$ cat src/rtl/multiboot_sequencer_if.sv
// ---------------------------------------------------------------------------
// multiboot_sequencer_if : boot request / USB detach / warm-boot signal group
// Revision 1.0
// ---------------------------------------------------------------------------
`default_nettype none

interface multiboot_sequencer_if;
  logic       boot_req;
  logic       boot_use_sel;
  logic [1:0] boot_sel;
  logic       boot_ack;
  logic       boot_err;
  logic       busy;
  logic       usb_pu_en;
  logic       tx_inhibit;
  logic       wb_s1;
  logic       wb_s0;
  logic       wb_boot;

  modport slave (
    input  boot_req, boot_use_sel, boot_sel,
    output boot_ack, boot_err, busy, usb_pu_en, tx_inhibit, wb_s1, wb_s0, wb_boot
  );

  modport master (
    output boot_req, boot_use_sel, boot_sel,
    input  boot_ack, boot_err, busy, usb_pu_en, tx_inhibit, wb_s1, wb_s0, wb_boot
  );
endinterface

`default_nettype wire

$ cat src/rtl/multiboot_sequencer.sv
// ---------------------------------------------------------------------------
// multiboot_sequencer : timed USB detach followed by iCE40 warm-boot into a
// selectable image. Revision 1.0
// ---------------------------------------------------------------------------
`default_nettype none

module multiboot_sequencer #(
  parameter int NUM_IMAGES     = 4,
  parameter int DEFAULT_IMAGE  = 1,
  parameter int CONNECT_CYCLES = 4800000,
  parameter int DETACH_CYCLES  = 4800000,
  parameter int SETTLE_CYCLES  = 48,
  parameter int CNT_W          = 23
) (
  input  logic                  clk_48mhz,
  input  logic                  reset_n,
  multiboot_sequencer_if.slave  bus
);

  typedef enum logic [2:0] {
    ST_CONNECT_WAIT = 3'd0,
    ST_READY        = 3'd1,
    ST_SETTLE       = 3'd2,
    ST_DETACH       = 3'd3,
    ST_BOOT         = 3'd4
  } state_t;

  localparam logic [CNT_W-1:0] CONNECT_LAST = CNT_W'(CONNECT_CYCLES - 1);
  localparam logic [CNT_W-1:0] SETTLE_LAST  = CNT_W'(SETTLE_CYCLES - 1);
  localparam logic [CNT_W-1:0] DETACH_LAST  = CNT_W'(DETACH_CYCLES - 1);
  localparam logic [1:0]       DEFAULT_IDX  = 2'(DEFAULT_IMAGE);
  localparam logic [2:0]       NUM_IMG      = 3'(NUM_IMAGES);

  state_t           state_q, state_d;
  logic [CNT_W-1:0] cnt_q, cnt_d;
  logic [1:0]       image_q, image_d;
  logic             boot_ack_q, boot_ack_d;
  logic             boot_err_q, boot_err_d;
  logic             usb_pu_en_q, usb_pu_en_d;
  logic             tx_inhibit_q, tx_inhibit_d;
  logic             busy_q, busy_d;
  logic             wb_boot_q, wb_boot_d;

  logic [1:0]       req_idx;
  logic             req_idx_ok;

  assign req_idx    = bus.boot_use_sel ? bus.boot_sel : DEFAULT_IDX;
  assign req_idx_ok = ({1'b0, req_idx} < NUM_IMG);

  always_comb begin
    state_d    = state_q;
    cnt_d      = cnt_q;
    image_d    = image_q;
    boot_ack_d = 1'b0;
    boot_err_d = 1'b0;

    case (state_q)
      ST_CONNECT_WAIT: begin
        if (cnt_q == CONNECT_LAST) begin
          state_d = ST_READY;
          cnt_d   = '0;
        end else begin
          cnt_d = cnt_q + 1'b1;
        end
      end
      ST_READY: begin
        if (bus.boot_req) begin
          if (req_idx_ok) begin
            state_d    = ST_SETTLE;
            cnt_d      = '0;
            image_d    = req_idx;
            boot_ack_d = 1'b1;
          end else begin
            boot_err_d = 1'b1;
          end
        end
      end
      ST_SETTLE: begin
        if (cnt_q == SETTLE_LAST) begin
          state_d = ST_DETACH;
          cnt_d   = '0;
        end else begin
          cnt_d = cnt_q + 1'b1;
        end
      end
      ST_DETACH: begin
        if (cnt_q == DETACH_LAST) begin
          state_d = ST_BOOT;
          cnt_d   = '0;
        end else begin
          cnt_d = cnt_q + 1'b1;
        end
      end
      ST_BOOT: begin
        // Terminal: the FPGA reconfigures, only reset leaves this state.
        cnt_d = '0;
      end
      default: begin
        state_d = ST_CONNECT_WAIT;
        cnt_d   = '0;
      end
    endcase

    if (bus.boot_req && (state_q != ST_READY)) begin
      boot_err_d = 1'b1;
    end

    // Outputs follow the next state so they are registered with it.
    usb_pu_en_d  = (state_d == ST_READY) || (state_d == ST_SETTLE);
    tx_inhibit_d = (state_d != ST_READY);
    busy_d       = (state_d != ST_READY);
    wb_boot_d    = (state_d == ST_BOOT);
  end

  always_ff @(posedge clk_48mhz) begin
    if (!reset_n) begin
      state_q      <= ST_CONNECT_WAIT;
      cnt_q        <= '0;
      image_q      <= DEFAULT_IDX;
      boot_ack_q   <= 1'b0;
      boot_err_q   <= 1'b0;
      usb_pu_en_q  <= 1'b0;
      tx_inhibit_q <= 1'b1;
      busy_q       <= 1'b1;
      wb_boot_q    <= 1'b0;
    end else begin
      state_q      <= state_d;
      cnt_q        <= cnt_d;
      image_q      <= image_d;
      boot_ack_q   <= boot_ack_d;
      boot_err_q   <= boot_err_d;
      usb_pu_en_q  <= usb_pu_en_d;
      tx_inhibit_q <= tx_inhibit_d;
      busy_q       <= busy_d;
      wb_boot_q    <= wb_boot_d;
    end
  end

  assign bus.boot_ack   = boot_ack_q;
  assign bus.boot_err   = boot_err_q;
  assign bus.busy       = busy_q;
  assign bus.usb_pu_en  = usb_pu_en_q;
  assign bus.tx_inhibit = tx_inhibit_q;
  assign bus.wb_s1      = image_q[1];
  assign bus.wb_s0      = image_q[0];
  assign bus.wb_boot    = wb_boot_q;

endmodule

`default_nettype wire

$ cat src/flat_wrapper.sv
// flat-port wrapper written by rule: the top's interface ports become plain ports
module multiboot_sequencer_flat 
#(
  parameter int NUM_IMAGES     = 4,
  parameter int DEFAULT_IMAGE  = 1,
  parameter int CONNECT_CYCLES = 4800000,
  parameter int DETACH_CYCLES  = 4800000,
  parameter int SETTLE_CYCLES  = 48,
  parameter int CNT_W          = 23
)
  (clk_48mhz, reset_n, bus_boot_req, bus_boot_use_sel, bus_boot_sel, bus_boot_ack, bus_boot_err, bus_busy, bus_usb_pu_en, bus_tx_inhibit, bus_wb_s1, bus_wb_s0, bus_wb_boot);
  multiboot_sequencer_if bus_i ();
  input  logic clk_48mhz;
  input  logic reset_n;
  input wire logic [$bits(bus_i.boot_req)-1:0] bus_boot_req;
  input wire logic [$bits(bus_i.boot_use_sel)-1:0] bus_boot_use_sel;
  input wire logic [$bits(bus_i.boot_sel)-1:0] bus_boot_sel;
  output wire logic [$bits(bus_i.boot_ack)-1:0] bus_boot_ack;
  output wire logic [$bits(bus_i.boot_err)-1:0] bus_boot_err;
  output wire logic [$bits(bus_i.busy)-1:0] bus_busy;
  output wire logic [$bits(bus_i.usb_pu_en)-1:0] bus_usb_pu_en;
  output wire logic [$bits(bus_i.tx_inhibit)-1:0] bus_tx_inhibit;
  output wire logic [$bits(bus_i.wb_s1)-1:0] bus_wb_s1;
  output wire logic [$bits(bus_i.wb_s0)-1:0] bus_wb_s0;
  output wire logic [$bits(bus_i.wb_boot)-1:0] bus_wb_boot;
  assign bus_i.boot_req = bus_boot_req;
  assign bus_i.boot_use_sel = bus_boot_use_sel;
  assign bus_i.boot_sel = bus_boot_sel;
  assign bus_boot_ack = bus_i.boot_ack;
  assign bus_boot_err = bus_i.boot_err;
  assign bus_busy = bus_i.busy;
  assign bus_usb_pu_en = bus_i.usb_pu_en;
  assign bus_tx_inhibit = bus_i.tx_inhibit;
  assign bus_wb_s1 = bus_i.wb_s1;
  assign bus_wb_s0 = bus_i.wb_s0;
  assign bus_wb_boot = bus_i.wb_boot;
  multiboot_sequencer #(.NUM_IMAGES(NUM_IMAGES), .DEFAULT_IMAGE(DEFAULT_IMAGE), .CONNECT_CYCLES(CONNECT_CYCLES), .DETACH_CYCLES(DETACH_CYCLES), .SETTLE_CYCLES(SETTLE_CYCLES), .CNT_W(CNT_W)) u_core (.clk_48mhz(clk_48mhz), .reset_n(reset_n), .bus(bus_i));
endmodule
$ cat config.mk
export PLATFORM = sky130hd
export DESIGN_NAME = multiboot_sequencer_flat
export DESIGN_NICKNAME = d
export VERILOG_FILES = /design/src/rtl/multiboot_sequencer_if.sv /design/src/rtl/multiboot_sequencer.sv /design/src/flat_wrapper.sv
export SDC_FILE = /design/constraint.sdc
export NUM_CORES = 1
export LEC_CHECK = 0
export ABC_AREA = 0
export ABC_CLOCK_PERIOD_IN_PS = 1800
export BUFFER_PORTS_ARGS = -buffer_cell sky130_fd_sc_hd__buf_2
export CELL_PAD_IN_SITES_DETAIL_PLACEMENT = 0
export CELL_PAD_IN_SITES_GLOBAL_PLACEMENT = 1
export CORE_MARGIN = 1.5
export CORE_UTILIZATION = 30
export CTS_CLUSTER_DIAMETER = 80
export DETAILED_ROUTE_END_ITERATION = 6
export PLACE_DENSITY = 0.61
export SLEW_MARGIN = 20
export SYNTH_ARGS = -nofsm -noshare
export SYNTH_HDL_FRONTEND = slang
export SYNTH_SLANG_ARGS = --single-unit
$ cat constraint.sdc
create_clock -name clk_48mhz -period 1.8 [get_ports clk_48mhz]
set_input_delay 0.45 -clock clk_48mhz [delete_from_list [all_inputs] [get_ports clk_48mhz]]
set_output_delay 0.45 -clock clk_48mhz [all_outputs]
set_load 0.01 [all_outputs]
## Yosys cells after proc, flatten, opt, wreduce, memory -nomap -nowiden

Cells that the tools add are included.

- Div/mod/pow operators: 0
- Reduce and logical (&&, ||, !) cells: 6
- Shifts and indexed selects: 0
- Multiply operators: 0
- Equal/unequal tests: 12
- Bitwise operators: 0
- $add $sub $neg: 1
- Magnitude comparators: 0
- Multiplexer cells: 12

Operators by type and width:

| cell | count |
|---|---|
| 23-bit 2-to-1 mux | 3 |
| 23-bit case mux with 3 select lines | 1 |
| 23-bit by 1-bit adder with 23-bit output, second input constant | 1 |
| 23-bit equality test, second input constant | 1 |
| 23-bit by 6-bit equality test with 1-bit output, second input constant | 1 |
| 3-bit case mux with 5 select lines | 1 |
| 3-bit 2-to-1 mux | 4 |
| 3-bit by 2-bit equality test with 1-bit output, second input constant | 3 |
| 3-bit by 1-bit equality test with 1-bit output, second input constant | 2 |
| 3-bit equality test, second input constant | 2 |
| 3-bit by 1-bit inequality test with 1-bit output, second input constant | 2 |
| 2-bit AND reduction | 2 |
| 3-bit zero test | 1 |
| 1-bit 2-to-1 mux | 2 |
| 2-bit 2-to-1 mux | 1 |
| 2-bit inequality test, second input constant | 1 |
| 2-bit OR reduction | 1 |
| 1-bit logical AND | 1 |
| 1-bit logical OR | 1 |

- RAM bits: 0
- Latch bits: 0
- Memories kept: 0
- Register bits: 33
- Output and inout bits: 8
- Word-level logic and storage cells: 39
- Memory bits (read-only): 0
- Input bits: 6

## Logic depth before layout (Yosys ltp)

Gate-level depths: netlist of run 1.

- Depth after elaboration: 5
- Mapped depth: 8
- Mapped depth without buffers: 6

## Least setup slack after synthesis of run 1

No wires, ideal clock.

- Path type: register to register
- From: register u_core.cnt_q[0]
- To: register u_core.cnt_q[7]
- Data required time: 1726 ps
- Path slack: -146 ps
- Arrival: 1872 ps
- Path buffers: 2
- Clock period less this slack: 1946 ps
- Setup time: 74 ps
- Stages on the path, launching flop included: 9
- Cell sequence: dfxtp_1 ha_1 and3_1 and3_1 clkbuf_1 a311oi_4 buf_6 nand4_1 a31oi_1

- Word-level cells in the longest chain between the ends: 3
- Elaborated cells on any way between the ends: 6
- Classes of those cells: add/sub: 1; eq/ne: 2; mux: 3

RTL lines:

| item | line | text |
|---|---|---|
| start, declared | multiboot_sequencer.sv:35 | `logic [CNT_W-1:0] cnt_q, cnt_d;` |
| start signal, assigned | multiboot_sequencer.sv:128 | `cnt_q <= cnt_d;` |
| 23-bit by 1-bit adder with 23-bit output (tied with other cells) | multiboot_sequencer.sv:63, multiboot_sequencer.sv:83, multiboot_sequencer.sv:91 |  |
| 23-bit 2-to-1 mux, on equally long branches | multiboot_sequencer.sv:59, multiboot_sequencer.sv:87, multiboot_sequencer.sv:79 |  |
| 23-bit case mux with 3 select lines * | multiboot_sequencer.sv:57 | `case (state_q)` |

Every way passes the cells marked *; elsewhere a longest branch is shown, timed or not.
A chain may end at the register's enable or synchronous reset.

## Worst setup path after layout of run 1

- From: register u_core.cnt_q[12]
- To: register u_core.cnt_q[14]

Same word-level chain as after synthesis.

==> results.md, run 1 <==
- The flow ran to the end, but the final reports show violations.
- Pin placement for this block handled 14 I/O pins.
- Of the total synthesized cell area, the portion taken by full adders, half adders and majority gates is 0.00673.
- For this run, the detailed router's first-pass iteration total came to 4.
- The largest driver fanout on the critical path is 8.
- The sort of element at the end of the critical path is a flop.
- The via count of the first global-routing pass was 1762.
- The critical path contains buffers and inverters numbering 3 combined.
- Across every metal layer, demand over resource in global routing totals 0.181.
- The final reports fail on setup timing.
- The first global-routing pass estimated 9.09 mm of wire.
- After synthesis, the largest family of logic cells by area is simple AND/OR/NAND/NOR gates.
- From bottom edge to top edge, the die measures 81.7 um.
- The final number of hold-violating endpoints came to 0.
- In this run the number of H-tree levels came out at 2.
- Measured against its own limit, the worst slew margin works out to 0.630.
- The die area is 6670 um^2.
- For this run, global-route usage on met3 was measured as 0.0367.
- Setup repair after global routing could not meet its margin everywhere.
- Of the total power, registers draw 0.549.
- The slack of the worst reg-to-reg path is -0.05 ns.
- The summed area of non-filler cells in the final layout is 2600 um^2.
- The share of total power dissipated in the clock network is 0.409.
- The cell chosen for the clock root is sky130_fd_sc_hd__clkbuf_8.
- In this run the power spent charging and discharging nets is 0.314 mW.
- The worst setup path is of the flop to flop kind.
- The number of antenna violations at the first check in global routing is 0.
- During synthesis, Yosys emitted a total of 0 warnings.
- The detail route stage leaves a number of antenna-violating nets equal to 0.
- Of the synthesized area, sequential elements account for 0.356.
- The data required time at the worst endpoint is 1.98 ns.
- The commonest cells after synthesis are 33 x sky130_fd_sc_hd__dfxtp_1, 17 x sky130_fd_sc_hd__nand2_1, 16 x sky130_fd_sc_hd__nand4_1, 16 x sky130_fd_sc_hd__nor3_1, 14 x sky130_fd_sc_hd__nor2_1.
- Internal power comes to 1.04 mW.
- In the post-route analysis, the smallest setup slack over all paths is -0.0482 ns.
- The final weighted congestion in routability-driven placement is 0.855.
- Across the run, the number of max-cap violations was 0.
- The final route contains 1886 vias.
- Setup violations remaining at the end of the flow were counted as 18.
- The met1 layer usage reported by global route is 0.250.
- The standby leakage power is 1.00 nW.
- Clock latency on the worst-skew pair, taken at its later pin, is 0.29 ns.
- The combinational cell fraction of total power is 0.042.
- The total wirelength of the detailed-routed design is 5.56 mm.
- The proportion of layout cells with a drive suffix above 1 is 0.428.
- The synthesized design spends more area on one cell type than any other, namely sky130_fd_sc_hd__dfxtp_1.
- The longest individual stage delay on the worst path is 0.34 ns.
- Dividing the synthesized area by the synthesized cell count gives 8.56 um^2.
- The most repeated cell in the gate-level netlist after synthesis is sky130_fd_sc_hd__dfxtp_1.
- The clock-pin slew on the worst setup and hold paths is 0.07 ns.
- Buffers inserted to repair hold after CTS numbered 0.
- For this design, the slowest cell found on the critical path is sky130_fd_sc_hd__dfxtp_2.
- For this run the aggregate overflow at the end of global routing stands at 0.
- The final-layout setup total negative slack is -0.594 ns.
- The power density normalized to cell area is 521 nW/um^2.
- The worst setup path is launched from a flop.
- The number of nets in the layout is 284.
- The average wire per cell in the routed design is 15.8 um.
- The area added between synthesis and finish is 40.0%.
- The area fraction in compound gates after synthesis is 0.142.
- The wire-length estimate of the detail-placed layout is 3.66 mm.
- The total clock buffers created by CTS is 5.
- Of the total synthesized cell area, the portion taken by AND, OR, NAND and NOR gates is 0.392.
- CTS saw 33 sinks.
- For this run, asynchronously set or reset flops after synthesis account for 0.
- After global routing, the most crowded layer is met2.
- The CTS tree is done.
- The detailed router finished its first iteration with 121 violations.
- After synthesis, the cell types taking the most area are sky130_fd_sc_hd__dfxtp_1 36%, sky130_fd_sc_hd__nand4_1 5.4%, sky130_fd_sc_hd__nor3_1 4.3%.
- Subtracting the final worst setup slack from the clock period gives 1.85 ns.
- The routed via count divided by cell count is 5.34.
- Between clock sinks in the finished design, the worst skew comes to 0.00180 ns.
- The die is 81.7 um wide.
- The worst-margin pin slew is 0.552 ns.
- The post-synthesis share of cell area spent on xor and xnor gates is 0.0471.
- Of the post-synthesis cell area, the part taken by muxes is 0.
- In the routed design, unresolved DRC markers number 0.
- Counting flops with a built-in enable in the synthesized netlist gives 0.
- Timing analysis after detailed placement gives a worst setup slack of -0.275 ns.
- When the netlist entered floorplanning its net count stood at 224.
- After floorplanning, the core was divided into 28 placement rows.
- In the global route stage, met2 resource usage came out at 0.279.
- The path category of the worst min-delay check is primary input to flop.
- The top cell family by delay on the critical path is buffers and inverters.
- Of the total power, the share spent switching nets is 0.232.
- Counting stages on the worst path, the most repeated cell is sky130_fd_sc_hd__buf_4.
- Data on the critical path arrives at its endpoint at 2.03 ns.
- The number of distinct standard cells referenced by the synthesized netlist is 49.
- The placeable core region is 5960 um^2.
- Across the VDD grid, the largest voltage drop is 239 uV.
- The synthesized cell area is 1860 um^2.
- In this run the tool buffered the top-level ports with 13 buffer cells.
- For this run, the top clock speed supported by timing is 541 MHz.
- The final max-slew violation count is 0.
- In the synthesized netlist the dominant register cell turns out to be sky130_fd_sc_hd__dfxtp_1.
- Traced cell by cell, the critical path runs through nand4_1 -> buf_4 -> nor4_4 -> buf_4 -> a311oi_4 -> clkbuf_16 -> a31oi_2 -> nor3_2.
- The maximum root-to-sink buffer count is 2.
- The ratio of final minimum period to clock period is 1.03.
- The initial core utilization is 0.312.
- The largest net degree at the start of global routing is 17.
- In this run, synthesis produced a sequential element count of 33.
- The area share of the leading cell type in the synthesized netlist is 0.356.
- The cell area after placement is 2320 um^2.
- The post-synthesis cell count is 217.
- 0 antenna diodes ended up in the layout.
final timing paths:
| check | from | end | cells after the start |
|---|---|---|---|
| hold reg to reg | u_core.image_q[1]$_SDFFE_PN0P_ | u_core.image_q[1]$_SDFFE_PN0P_ | 2 |
| hold / removal | bus_boot_sel[0] | u_core.image_q[0]$_SDFFE_PN1P_ | 3 |
| setup / recovery | u_core.cnt_q[12]$_SDFFE_PN0P_ | u_core.cnt_q[14]$_SDFFE_PN0P_ | 8 |
| setup reg to reg | u_core.cnt_q[12]$_SDFFE_PN0P_ | u_core.cnt_q[14]$_SDFFE_PN0P_ | 8 |
power by group through the flow:
stage               clock (mW)  combinational [mW]  sequential (mW)
floorplan                    0              0.0274            0.759
global placement             0              0.0543            0.758
detailed placement           0              0.0546            0.758
CTS                      0.571              0.0547            0.741
global route             0.607              0.0634            0.744
finish                   0.553              0.0568            0.744
state kept, by name (all words and copies together) (netlist names):
| signal | cells |
|---|---|
| u_core.cnt_q | 23 |
| u_core.state_q | 3 |
| u_core.image_q | 2 |
| u_core.bus.boot_ack | 1 |
| u_core.bus.boot_err | 1 |
| u_core.bus.tx_inhibit | 1 |
| u_core.bus.usb_pu_en | 1 |
| u_core.bus.wb_boot | 1 |
kinds of logic (layout without fill, tap and decap cells):
logic type	Yosys count	count (layout)
fa+ha+maj	1	1
compound gates	37	37
simple gates	118	118
flops	33	33
buf+inv	18	79
xor+xnor	10	10
worst reg2reg max path, cell delays in order (launching register included):
cell                        delay [ns]
sky130_fd_sc_hd__dfxtp_2          0.34
sky130_fd_sc_hd__nand4_1          0.20
sky130_fd_sc_hd__buf_4            0.21
sky130_fd_sc_hd__nor4_4           0.25
sky130_fd_sc_hd__buf_4            0.18
sky130_fd_sc_hd__a311oi_4         0.12
sky130_fd_sc_hd__clkbuf_16        0.20
sky130_fd_sc_hd__a31oi_2          0.18
sky130_fd_sc_hd__nor3_2           0.06
what timing repair did:
| item | in CTS | in global routing |
|---|---|---|
| buffers inserted | 5 | 3 |
| pin swaps | 15 | 13 |
| gates cloned | 1 | 1 |
| setup endpoints to repair | 26 | 27 |
| gates resized for setup | 24 | 17 |
per-stage QoR:
step                      std cells  hold slack, ns  power, mW  utilization
after global placement          336           0.436      0.812        0.390
after detailed placement        336           0.443      0.813        0.390
final                           353           0.419       1.35        0.437
after floorplan                 217           0.460      0.786            -
after global routing            353           0.425       1.42        0.437
after CTS                       350           0.416       1.37        0.426
placed cells by master, fill, tap and decap left out, types with 9 or more instances in the layout:
master                    synthesis  layout
sky130_fd_sc_hd__nor2_1          14      14
sky130_fd_sc_hd__dfxtp_2          0      13
sky130_fd_sc_hd__nand4_1         16      16
sky130_fd_sc_hd__xor2_1           9       9
sky130_fd_sc_hd__nand3_1         12      11
sky130_fd_sc_hd__dfxtp_1         33      20
sky130_fd_sc_hd__buf_2            3      13
sky130_fd_sc_hd__buf_4            1      50
sky130_fd_sc_hd__nor3_1          16      14
sky130_fd_sc_hd__nand2_1         17      16
area by class of cell:
class,instances,area [um^2]
flip-flops and latches,33,677
inverters,2,7.51
well taps,75,93.8
multi-input cells,166,1210
fillers,586,3350
clock buffers,8,80.1
repair buffers,69,531
per-layer routing:
layer	wire, um	up-vias	part of all wire
li1	-	941	-
met1	2780	899	0.50
met2	2520	38	0.45
met3	189	8	0.034
met4	74	0	0.013
met5	0	-	0
Power figures use the tool's default switching activity.
==> run 2, diff against run 1 <==
--- a/config.mk
+++ b/config.mk
@@ -17,2 +17,3 @@
 export PLACE_DENSITY = 0.61
+export SKIP_LAST_GASP = 1
 export SLEW_MARGIN = 20
--- a/constraint.sdc
+++ b/constraint.sdc
@@ -3,2 +3,2 @@
 set_output_delay 0.45 -clock clk_48mhz [all_outputs]
-set_load 0.01 [all_outputs]
+set_load 0.005 [all_outputs]
==> run 2 against run 1 <==
Compared with the run above:
- the run still ends with setup timing left
- cell count fell by 0.28%
- wire length fell by 1.2%
- sequential power barely moved
- count of clock-buffer cells in the layout did not move
- hold slack got worse by 0.0011 ns
- utilization fell by 0.48 points
- combinational power fell by 4.4%
- via count fell by 0.21%
- critical path depth did not move
- worst setup slack got worse by 0.019 ns
- maximum frequency fell by 1.0%
- clock power barely moved
- largest cell class unchanged
==> results.md, run 2 (synthesis gave the netlist of run 1 again) <==
- The number of antenna diodes was 0 (unchanged).
- The die area was 6670 um^2 (unchanged).
- Most frequent cells in the layout: 48 x sky130_fd_sc_hd__buf_4, 22 x sky130_fd_sc_hd__dfxtp_1, 16 x sky130_fd_sc_hd__nand2_1, 16 x sky130_fd_sc_hd__nand4_1, 15 x sky130_fd_sc_hd__nor3_1 (was 50 x sky130_fd_sc_hd__buf_4, 20 x sky130_fd_sc_hd__dfxtp_1, 16 x sky130_fd_sc_hd__nand2_1, 16 x sky130_fd_sc_hd__nand4_1).
- The share of total power in the clock network came to 0.411 (was 0.409).
- The worst setup path startpoint is u_core.cnt_q[12]$_SDFFE_PN0P_ (unchanged).
- The number of standard-cell rows in the floorplan is 28 (unchanged).
- The number of search-and-repair iterations in the first detailed-routing pass is 4 (unchanged).
- The largest register by flop count is u_core.cnt_q (unchanged).
- The cell internal power dissipation is 1.04 mW (about the same).
- The area added between synthesis and finish is 38.5% (was 40.0%).
- Unrepaired setup endpoints after global routing: yes (unchanged).
- The setup slack after layout is -0.0674 ns (was -0.0482 ns).
- The final number of setup-violating endpoints is 15 (was 18).
- The reported max-cap violation count was 0 (unchanged).
- The die outline width is 81.7 um (unchanged).
- The power spent charging and discharging nets is 0.313 mW (was 0.314 mW).
- The standby leakage power is 1.00 nW (about the same).
- The number of nets in the layout is 283 (was 284).
- The power density normalized to cell area is 525 nW/um^2 (was 521 nW/um^2).
- The count of routing violations after the opening detailed-route iteration was 119 (was 121).
- The ratio of final minimum period to clock period is 1.04 (was 1.03).
- The routed via count divided by cell count was 5.35 (was 5.34).
- The number of vias after detailed routing is 1882 (was 1886).
- The worst-margin pin slew is 0.547 ns (was 0.552 ns).
- The via count of the first global-routing pass is 1762 (unchanged).
- The largest net degree at the start of global routing is 17 (unchanged).
- Top Registers: u_core.cnt_q: 23 flops, u_core.state_q: 3 flops, u_core.image_q: 2 flops (unchanged).
- The final critical path time including I/O delays and setup is 1.87 ns (was 1.85 ns).
- The final max-slew violation count is 0 (unchanged).
- The final antenna-violating net count was 0 (unchanged).
- The number of design rule violations left after detail routing is 0 (unchanged).
- Failing checks: setup timing (unchanged).
- The final weighted congestion in routability-driven placement is 0.855 (unchanged).
- The proportion of total power due to net switching was 0.231 (was 0.232).
- The total clock sinks is 33 (unchanged).
- The estimated wirelength of the detail-placed design was 3.66 mm (unchanged).
- The final number of hold-violating endpoints is 0 (unchanged).
- The sort of element at the end of the critical path is a flop (unchanged).
- The type of the setup path with the least slack is flop to flop (unchanged).
- The initial core utilization is 0.312 (unchanged).
- The most prevalent standard cell on the critical path is sky130_fd_sc_hd__buf_4 (unchanged).
- The number of flip-flops under the largest register name is 23 (unchanged).
- The total wirelength of the detailed-routed design was 5.50 mm (was 5.56 mm).
- The sequential group share of total power is 0.549 (about the same).
- The I/O pin total came to 14 (unchanged).
- The clock-pin slew on the worst setup and hold paths is 0.07 ns (about the same).
- The total of buffers placed on input and output ports is 13 (unchanged).
- The reg-to-reg startpoint is u_core.cnt_q[12]$_SDFFE_PN0P_ (unchanged).
- The share of the core filled with cells in the final layout is 0.432 (was 0.437).
- Status: finished, violations left (unchanged).
- The largest driver fanout on the critical path is 5 (was 8).
- The path category of the worst min-delay check is primary input to flop (unchanged).
- The highest clock rate is 536 MHz (was 541 MHz).
- The combinational cell fraction of total power is 0.040 (was 0.042).
- The number of antenna violations at the first check in global routing is 0 (unchanged).
- The most common cell after layout, fill and taps aside is sky130_fd_sc_hd__buf_4 (unchanged).
- The longest individual stage delay on the worst path is 0.34 ns (about the same).
- The H-tree depth came to 2 (unchanged).
- The proportion of layout cells with a drive suffix above 1 is 0.390 (was 0.428).
- The launch instance of the worst min-delay path is bus_boot_sel[0] (unchanged).
- The total routing usage reported by global routing was 0.181 (about the same).
- The source-to-sink clock delay at the later pin of the worst-skew pair is 0.29 ns (about the same).
- The critical-path cell with the highest stage delay is sky130_fd_sc_hd__dfxtp_2 (unchanged).
- The fill cell total of the finished layout was 595 (was 586).
- The maximum root-to-sink buffer count is 2 (unchanged).
- The startpoint class of the critical path was a flop (unchanged).
- The summed area of non-filler cells in the final layout is 2570 um^2 (was 2600 um^2).
- The relative slew slack is 0.633 (was 0.630).
- The maximum ir drop on the vdd rail is 240 uV (was 239 uV).
- The CTS tree was done (unchanged).
- The chip height was 81.7 um (unchanged).
- The arrival time of data at the critical path endpoint came to 2.04 ns (was 2.03 ns).
- The cell area after placement is 2320 um^2 (unchanged).
- The total clock buffers created by CTS is 5 (unchanged).
- The total congestion overflow was 0 (unchanged).
- Crit path cell chain: nand4_1 -> buf_4 -> nor4_4 -> buf_4 -> o21ai_2 -> a21oi_4 -> clkbuf_16 -> nor3_1 (was nand4_1 -> buf_4 -> nor4_4 -> buf_4 -> a311oi_4 -> clkbuf_16 -> a31oi_2 -> nor3_2).
- The worst clock skew is 0.00218 ns (was 0.00180 ns).
- The placeable core region is 5960 um^2 (unchanged).
- The average wire per cell in the routed design is 15.6 um (was 15.8 um).
- The wire length of the first global-routing pass is 9.11 mm (was 9.09 mm).
- The data required time at the worst endpoint is 1.98 ns (about the same).
- The cell chosen for the clock root is sky130_fd_sc_hd__clkbuf_8 (unchanged).
[run 2: cell count changes in the layout (fill, tap and decap cells not counted), sizes merged]
cell / change
buf: -2
clkbuf: +1
[run 2: final cells by class]
cell class                      count  area, um^2  area share
Multi-Input combinational cell    166        1170       0.454
Sequential cell                    33         674       0.262
Timing Repair Buffer               68         549       0.214
Tap cell                           75        93.8      0.0365
Clock buffer                        8        80.1      0.0311
Inverter                            2        7.51     0.00292
[run 2: what timing repair did]
action | 4_1_cts | 5_1_grt
pin swaps | 14 | 7
buffers inserted | 5 | 1
resized for setup | 23 | 5
cloned | 1 | 1
endpoints found under the setup margin | 26 | 27
hold buffers | 0 | 0
[run 2: power groups by stage]
| stage | logic [mW] | clock network, mW | registers [mW] |
|---|---|---|---|
| finish | 0.0543 | 0.555 | 0.741 |
| global route | 0.0600 | 0.608 | 0.741 |
| CTS | 0.0542 | 0.571 | 0.741 |
| detailed placement | 0.0541 | 0 | 0.758 |
| global placement | 0.0539 | 0 | 0.758 |
| floorplan | 0.0274 | 0 | 0.758 |
[run 2: path summary, 6_finish.rpt]
kind | to | slack (ns) | depth (start not counted)
hold / removal | u_core.image_q[0]$_SDFFE_PN1P_ | 0.42 | 3
hold reg to reg | u_core.image_q[1]$_SDFFE_PN0P_ | 0.45 | 2
setup reg to reg | u_core.cnt_q[8]$_SDFFE_PN0P_ | -0.07 | 8
setup / recovery | u_core.cnt_q[8]$_SDFFE_PN0P_ | -0.07 | 8
[run 2: metal layers]
metal	GRT usage	routed length [um]	vias up
met5	0	0	-
met4	0.0610	79	0
met3	0.0367	167	6
met2	0.279	2520	30
met1	0.251	2730	908
li1	-	-	938
[run 2: worst max-delay path: cells and delay by family, from the launching register on]
family                 cells  cell delay, ns
DFF                        1            0.34
and+or+nand+nor            3            0.54
buffers and inverters      3            0.58
AOI/OAI and AO/OA          2            0.29
[run 2: through the flow]
step | cells | setup slack [ns] | setup TNS [ns] | power (mW) | hold slack, ns
global placement | 336 | -0.205 | -2.30 | 0.811 | 0.436
global route | 352 | -0.176 | -3.13 | 1.41 | 0.425
finish | 352 | -0.0674 | -0.678 | 1.35 | 0.418
floorplan | 217 | -0.0610 | -0.759 | 0.786 | 0.448
CTS | 350 | -0.0250 | -0.232 | 1.37 | 0.416
detailed placement | 336 | -0.275 | -2.29 | 0.812 | 0.443
